`config.mk`:
```
export PLATFORM = sky130hd
export DESIGN_NAME = change_dispenser
export DESIGN_NICKNAME = d
export VERILOG_FILES = /design/src/rtl/vend_pkg.sv /design/src/rtl/coin_stock_bank.sv /design/src/rtl/change_dispenser.sv
export SDC_FILE = /design/constraint.sdc
export NUM_CORES = 1
export LEC_CHECK = 0
export BUFFER_PORTS_ARGS = -buffer_cell sky130_fd_sc_hd__buf_2
export CORE_MARGIN = 2
export CORE_UTILIZATION = 50
export CTS_CLUSTER_SIZE = 10
export DETAILED_ROUTE_END_ITERATION = 10
export PLACE_DENSITY = 0.69
export SYNTH_ARGS = -nofsm -noshare
export SYNTH_HDL_FRONTEND = slang
export SYNTH_SLANG_ARGS = --single-unit
```
`constraint.sdc`:
```
create_clock -name clk -period 8.1 [get_ports clk]
set_clock_uncertainty 0.15 [all_clocks]
set_input_delay 0.405 -clock clk [delete_from_list [all_inputs] [get_ports clk]]
set_output_delay 0.405 -clock clk [all_outputs]
set_load 0.02 [all_outputs]
```
`src/rtl/vend_pkg.sv`:
```
// Shared vending definitions: coin codes, denomination values, dispenser states
// and item prices used by both the vending core and the change dispenser.
package vend_pkg;

  localparam logic [3:0] COIN_1  = 4'b0001;
  localparam logic [3:0] COIN_5  = 4'b0010;
  localparam logic [3:0] COIN_10 = 4'b0100;
  localparam logic [3:0] COIN_20 = 4'b1000;

  localparam logic [7:0] VAL_1  = 8'd1;
  localparam logic [7:0] VAL_5  = 8'd5;
  localparam logic [7:0] VAL_10 = 8'd10;
  localparam logic [7:0] VAL_20 = 8'd20;

  localparam logic [7:0] PRICE_A = 8'd3;
  localparam logic [7:0] PRICE_B = 8'd12;
  localparam logic [7:0] PRICE_C = 8'd20;
  localparam logic [7:0] PRICE_D = 8'd45;

  typedef enum logic [1:0] {
    IDLE   = 2'd0,
    SELECT = 2'd1,
    ISSUE  = 2'd2,
    FINISH = 2'd3
  } disp_state_t;

  // Greedy choice: largest coin that fits the remainder and is still in stock.
  function automatic logic [3:0] pick_coin(input logic [7:0] rem, input logic [3:0] avail);
    logic [3:0] c;
    c = 4'b0000;
    if (avail[3] && rem >= VAL_20)      c = COIN_20;
    else if (avail[2] && rem >= VAL_10) c = COIN_10;
    else if (avail[1] && rem >= VAL_5)  c = COIN_5;
    else if (avail[0] && rem >= VAL_1)  c = COIN_1;
    return c;
  endfunction

  function automatic logic [7:0] coin_value(input logic [3:0] c);
    logic [7:0] v;
    case (c)
      COIN_20: v = VAL_20;
      COIN_10: v = VAL_10;
      COIN_5:  v = VAL_5;
      COIN_1:  v = VAL_1;
      default: v = 8'd0;
    endcase
    return v;
  endfunction

endpackage

```
`src/rtl/coin_stock_bank.sv`:
```
// Per-denomination coin stock: parallel reload on reset/refill and a
// single-coin decrement selected by a one-hot denomination code.
module coin_stock_bank
  import vend_pkg::*;
#(
  parameter int CNT_W    = 8,
  parameter int INIT_C20 = 16,
  parameter int INIT_C10 = 16,
  parameter int INIT_C5  = 32,
  parameter int INIT_C1  = 64
) (
  input  logic       clk,
  input  logic       reset_n,
  input  logic       reload,
  input  logic       dec,
  input  logic [3:0] dec_sel,
  output logic [3:0] nonzero
);

  logic [CNT_W-1:0] cnt [4];

  // Index order matches the one-hot coin bit positions: 1, 5, 10, 20.
  always_ff @(posedge clk or negedge reset_n) begin
    if (!reset_n) begin
      cnt[0] <= CNT_W'(INIT_C1);
      cnt[1] <= CNT_W'(INIT_C5);
      cnt[2] <= CNT_W'(INIT_C10);
      cnt[3] <= CNT_W'(INIT_C20);
    end else if (reload) begin
      cnt[0] <= CNT_W'(INIT_C1);
      cnt[1] <= CNT_W'(INIT_C5);
      cnt[2] <= CNT_W'(INIT_C10);
      cnt[3] <= CNT_W'(INIT_C20);
    end else if (dec) begin
      for (int i = 0; i < 4; i++) begin
        if (dec_sel[i] && cnt[i] != '0) cnt[i] <= cnt[i] - 1'b1;
      end
    end
  end

  always_comb begin
    nonzero = 4'b0000;
    for (int i = 0; i < 4; i++) nonzero[i] = (cnt[i] != '0);
  end

endmodule

```
`src/rtl/change_dispenser.sv`:
```
// Pays out a change amount as a stream of greedy 20/10/5/1 coins over a
// valid/ready handshake, skipping empty denominations and flagging shortfalls.
module change_dispenser
  import vend_pkg::*;
#(
  parameter int CNT_W    = 8,
  parameter int INIT_C20 = 16,
  parameter int INIT_C10 = 16,
  parameter int INIT_C5  = 32,
  parameter int INIT_C1  = 64
) (
  input  logic       clk,
  input  logic       reset_n,
  input  logic       req,
  input  logic [7:0] amount,
  input  logic       refill,
  input  logic       coin_ready,
  output logic       coin_valid,
  output logic [3:0] coin,
  output logic       busy,
  output logic       disp_done,
  output logic       short,
  output logic [7:0] remaining
);

  disp_state_t state;
  logic [7:0]  rem;
  logic [3:0]  nonzero;
  logic [3:0]  pick;
  logic        take;
  logic        reload;

  assign take   = (state == ISSUE) && coin_valid && coin_ready;
  assign reload = (state == IDLE) && refill && !req;
  assign pick   = pick_coin(rem, nonzero);

  coin_stock_bank #(
    .CNT_W   (CNT_W),
    .INIT_C20(INIT_C20),
    .INIT_C10(INIT_C10),
    .INIT_C5 (INIT_C5),
    .INIT_C1 (INIT_C1)
  ) u_bank (
    .clk    (clk),
    .reset_n(reset_n),
    .reload (reload),
    .dec    (take),
    .dec_sel(coin),
    .nonzero(nonzero)
  );

  // disp_done is raised on entry to FINISH so it is high exactly while FINISH lasts.
  always_ff @(posedge clk or negedge reset_n) begin
    if (!reset_n) begin
      state      <= IDLE;
      rem        <= 8'd0;
      coin_valid <= 1'b0;
      coin       <= 4'b0000;
      busy       <= 1'b0;
      disp_done  <= 1'b0;
      short      <= 1'b0;
      remaining  <= 8'd0;
    end else begin
      disp_done <= 1'b0;
      case (state)
        IDLE: begin
          if (req) begin
            rem   <= amount;
            short <= 1'b0;
            busy  <= 1'b1;
            if (amount == 8'd0) begin
              state     <= FINISH;
              disp_done <= 1'b1;
            end else begin
              state <= SELECT;
            end
          end
        end
        SELECT: begin
          if (rem == 8'd0) begin
            state     <= FINISH;
            disp_done <= 1'b1;
          end else if (pick != 4'b0000) begin
            coin       <= pick;
            coin_valid <= 1'b1;
            state      <= ISSUE;
          end else begin
            short     <= 1'b1;
            remaining <= rem;
            state     <= FINISH;
            disp_done <= 1'b1;
          end
        end
        ISSUE: begin
          if (coin_ready) begin
            rem        <= rem - coin_value(coin);
            coin_valid <= 1'b0;
            coin       <= 4'b0000;
            state      <= SELECT;
          end
        end
        FINISH: begin
          state <= IDLE;
          busy  <= 1'b0;
        end
        default: state <= IDLE;
      endcase
    end
  end

endmodule
```
==> impl_table.tex <==
\begin{tabular}{lr}
\hline
Metric & Value \\
\hline
\multicolumn{2}{l}{\textbf{Finish}} \\
Fillers & 530 \\
Commonest non-fill, non-tap cells in the layout & 54 x dfrtp\_1, 40 x nor2\_1, 32 x nand2\_1 \\
Most frequent standard cell in the layout excluding fill and tap cells & dfrtp\_1 \\
End-of-flow core utilization & between 50 and 60\% \\
Sequential cell area & roughly 1500 um\^{}2 \\
Area growth from synthesis to final layout & 14.0\% \\
Layout cells sized above 1 & between 10\% and 20\% \\
N\_diodes & 0 \\
Finished Cell Area & roughly 3600 um\^{}2 \\
Multi-input gate area & roughly 1600 um\^{}2 \\
Layout Nets & 383 \\
\multicolumn{2}{l}{\textbf{Yosys}} \\
Yosys warning count & 0 \\
Synthesized Nets & 351 \\
Fraction of the yosys area taken by sequential cells & 45.9\% \\
Yosys reg bits & slightly below 60 \\
Netlist Area Pre-Place & about 3200 um\^{}2 \\
Post-synth EDFFs & 0 \\
Unique cell type count in the Yosys netlist & 56 \\
Number of instances in the synthesized netlist & about 330 \\
Flip-flop cell with the highest count after synthesis & dfrtp\_1 \\
Post-synthesis average cell area & approximately 9.7 um\^{}2 \\
Synth async-reset ratio & 100\% \\
\multicolumn{2}{l}{\textbf{Die}} \\
Initial core utilization & between 50\% and 60\% \\
Total I/O pin count & 29 \\
Area of the core & approximately 6200 um\^{}2 \\
Height of the die & between 80 and 90 um \\
Placement row count & 29 \\
Die ar. & about 7000 um\^{}2 \\
Die Span X & 83.6 um \\
\multicolumn{2}{l}{\textbf{Route}} \\
Number of vias per cell & approximately 5.7 \\
Per-cell routed wire length & $\sim$15 um \\
Number of design rule violations left after detail routing & 0 \\
Routed wire length & between 6000 and 7000 um \\
Routed via count & 2519 \\
Remaining antenna violation count after routing & 0 \\
First-pass detailed-route iteration total & 4 \\
Iteration-0 DRC Markers & 125 \\
\multicolumn{2}{l}{\textbf{Power and ir drop}} \\
Combinational share of power & about two fifths \\
Internal cell power & between 0.0007 and 0.0008 W \\
Register share of total power & a little under two fifths \\
Share of total power in the clock network & $\sim$22\% \\
Power density of the placed cells & roughly 370 nW/um\^{}2 \\
Maximum resistive drop on vdd & around 210 uV \\
Leakage power & around 1.6 nW \\
Power after layout & 0.00133 W \\
Switch Pwr & 0.000535 W \\
Switching power share of the total & approximately two fifths \\
\multicolumn{2}{l}{\textbf{Place}} \\
Buffers added on ports & 28 \\
Post-DP Area & between 3000 and 4000 um\^{}2 \\
Gpl congestion & 0.844 \\
Post-placement setup slack & between 5 and 6 ns \\
Detailed-placement wirelength estimate & 4610 um \\
\multicolumn{2}{l}{\textbf{Timing}} \\
Sum of negative setup slack & 0 ns \\
Final setup violating endpoints & 0 \\
Final-report hold violation count & 0 \\
Max\_slew headroom & around 44\% \\
Highest Clock Rate & 0.362 GHz \\
Slew Viols, Final & 0 \\
Transition at the pin with the smallest max-transition slack & around 0.84 ns \\
Setup repair after global routing missed its margin & no \\
Time the worst path needs with I/O delays and setup & 2.76 ns \\
Final setup slack of the worst path & 5.34 ns \\
Final clock period utilization by the worst path & 34.1\% \\
\multicolumn{2}{l}{\textbf{Clock tree}} \\
CTS buffer count & 9 \\
Number of H-tree levels & 3 \\
TritonCTS clock tree & built \\
Quantity of gates resized following cts & 0 \\
Clk\_lat worst skew & $\sim$0.34 ns \\
Clock-pin slew reported for the worst setup and hold paths after clock tree synthesis & 0.07 ns \\
Buffer depth of the longest clock path & 2 \\
Post-CTS Setup Repair Bufs & 0 \\
Cell chosen for the clock root & clkbuf\_8 \\
Clock net sink count & 58 \\
Hold buffers post-CTS & 0 \\
\multicolumn{2}{l}{\textbf{Critical path}} \\
Arrival time at the worst endpoint & between 2 and 3 ns \\
Kind of end point of the critical path & register \\
Largest fanout on the critical path & 9 \\
Element type at the critical path start & register \\
Req. time, crit path & 8.16 ns \\
Type of the worst setup path & reg2reg \\
Slack of the worst reg-to-reg path & $\sim$5.3 ns \\
\multicolumn{2}{l}{\textbf{Status}} \\
Status & finished clean \\
\multicolumn{2}{l}{\textbf{Worst hold path}} \\
Path type of the worst min-delay path & in2async \\
\multicolumn{2}{l}{\textbf{Global route}} \\
Global Route Usage Sum & 20.9\% \\
First-pass GRT wire length & about 12000 um \\
Largest net degree at the start of global routing & a little under 60 \\
Overall overflow remaining after global route & 0 \\
Antenna violations before repair & 0 \\
Number of global-route vias before repair & 2613 \\
\multicolumn{2}{l}{\textbf{Run}} \\
Number of max-capacitance violations reported & 0 \\
\hline
\end{tabular}
[synthesized netlist by cell type (2+ instances only)]
master | count | area share (%)
nand3_1 | 11 | 1.7
nand4b_1 | 2 | 0.55
nor2b_1 | 2 | 0.39
and4b_1 | 2 | 0.63
nand2b_1 | 3 | 0.59
ha_1 | 10 | 3.9
or4b_2 | 2 | 0.63
nand3b_1 | 4 | 0.95
mux2_4 | 6 | 2.8
nor4_1 | 8 | 1.6
nor2_1 | 40 | 4.7
xor2_1 | 13 | 3.6
or3_1 | 10 | 2.0
a21oi_1 | 20 | 3.2
or4_1 | 2 | 0.47
o311a_1 | 2 | 0.63
inv_1 | 14 | 1.7
xnor2_1 | 8 | 2.2
o2bb2ai_1 | 2 | 0.55
o31ai_1 | 4 | 0.95
o21ai_0 | 14 | 2.2
o211ai_1 | 8 | 1.9
o22ai_1 | 2 | 0.39
dfrtp_1 | 54 | 43
a21o_1 | 2 | 0.47
nand2_1 | 32 | 3.8
a2bb2oi_1 | 2 | 0.55
nor3_1 | 4 | 0.63
a211oi_1 | 5 | 1.2
dfstp_2 | 4 | 3.3
and3_1 | 2 | 0.39
clkbuf_1 | 9 | 1.1
[sequential cells by signal, indices dropped and copies added, names as in the netlist]
signal / cells
state: 2
u_bank.cnt: 32
short: 1
disp_done: 1
coin_valid: 1
rem: 8
coin: 4
remaining: 8
busy: 1
[area by class of cell]
| class | instances | share of cell area (%) |
|---|---|---|
| Clock inverter | 5 | 2.15 |
| Sequential cell | 58 | 40.3 |
| Multi-Input combinational cell | 246 | 45.2 |
| Tap cell | 77 | 2.67 |
| Timing Repair Buffer | 30 | 4.29 |
| Inverter | 14 | 1.45 |
| Clock buffer | 11 | 3.91 |
[critical path, stage by stage (launching register included)]
cell      delay [ns]
dfrtp_1         0.38
inv_1           0.08
ha_1            0.16
or3b_1          0.43
or3_1           0.46
a221oi_4        0.39
nand3_4         0.24
mux2_4          0.36
[power groups by stage]
stage	Combinational, W	Clock, W	Sequential [W]
final	0.000530	0.000295	0.000502
after global routing	0.000612	0.000315	0.000520
after CTS	0.000534	0.000299	0.000501
after detailed placement	0.000533	0	0.000506
after global placement	0.000521	0	0.000502
after floorplan	0.000415	0	0.000486
[per-stage QoR]
stage / hold WS [ns] / std cells
floorplan: -0.0406 / 327
finish: 0.0610 / 441
detailed placement: 0.331 / 425
global route: 0.136 / 441
global placement: 0.328 / 425
CTS: 0.0875 / 441
[per-layer routing]
layer	GRT usage, %	vias to the layer above	wire (um)
met1	27.6	1223	3080
li1	-	1243	-
met5	0	-	0
met3	4.45	12	216
met2	32.7	41	3030
met4	10.1	0	118
[path summary, 6_finish.rpt]
kind | start | endpoint | depth (start not counted)
setup / recovery | u_bank.cnt[24]$_DFFE_PN0P_ | remaining[3]$_DFFE_PN0P_ | 7
hold / removal | reset_n | remaining[5]$_DFFE_PN0P_ | 2
setup reg to reg | u_bank.cnt[24]$_DFFE_PN0P_ | remaining[3]$_DFFE_PN0P_ | 7
hold reg to reg | remaining[0]$_DFFE_PN0P_ | remaining[0]$_DFFE_PN0P_ | 1
max in group asynchronous | reset_n | u_bank.cnt[27]$_DFFE_PN0P_ | 2
min in group clk | coin_ready | state[1]$_DFFE_PN0P_ | 2
[kinds of logic after synthesis]
group                      share of synthesized area (%)
muxes                                               3.16
adders and majority gates                           4.58
DFF                                                 45.9
buffers and inverters                               2.72
xor gates and xnor gates                            5.80
AOI/OAI and AO/OA                                   15.8
and+or+nand+nor                                     22.0
(Power assumes the default switching activity.)
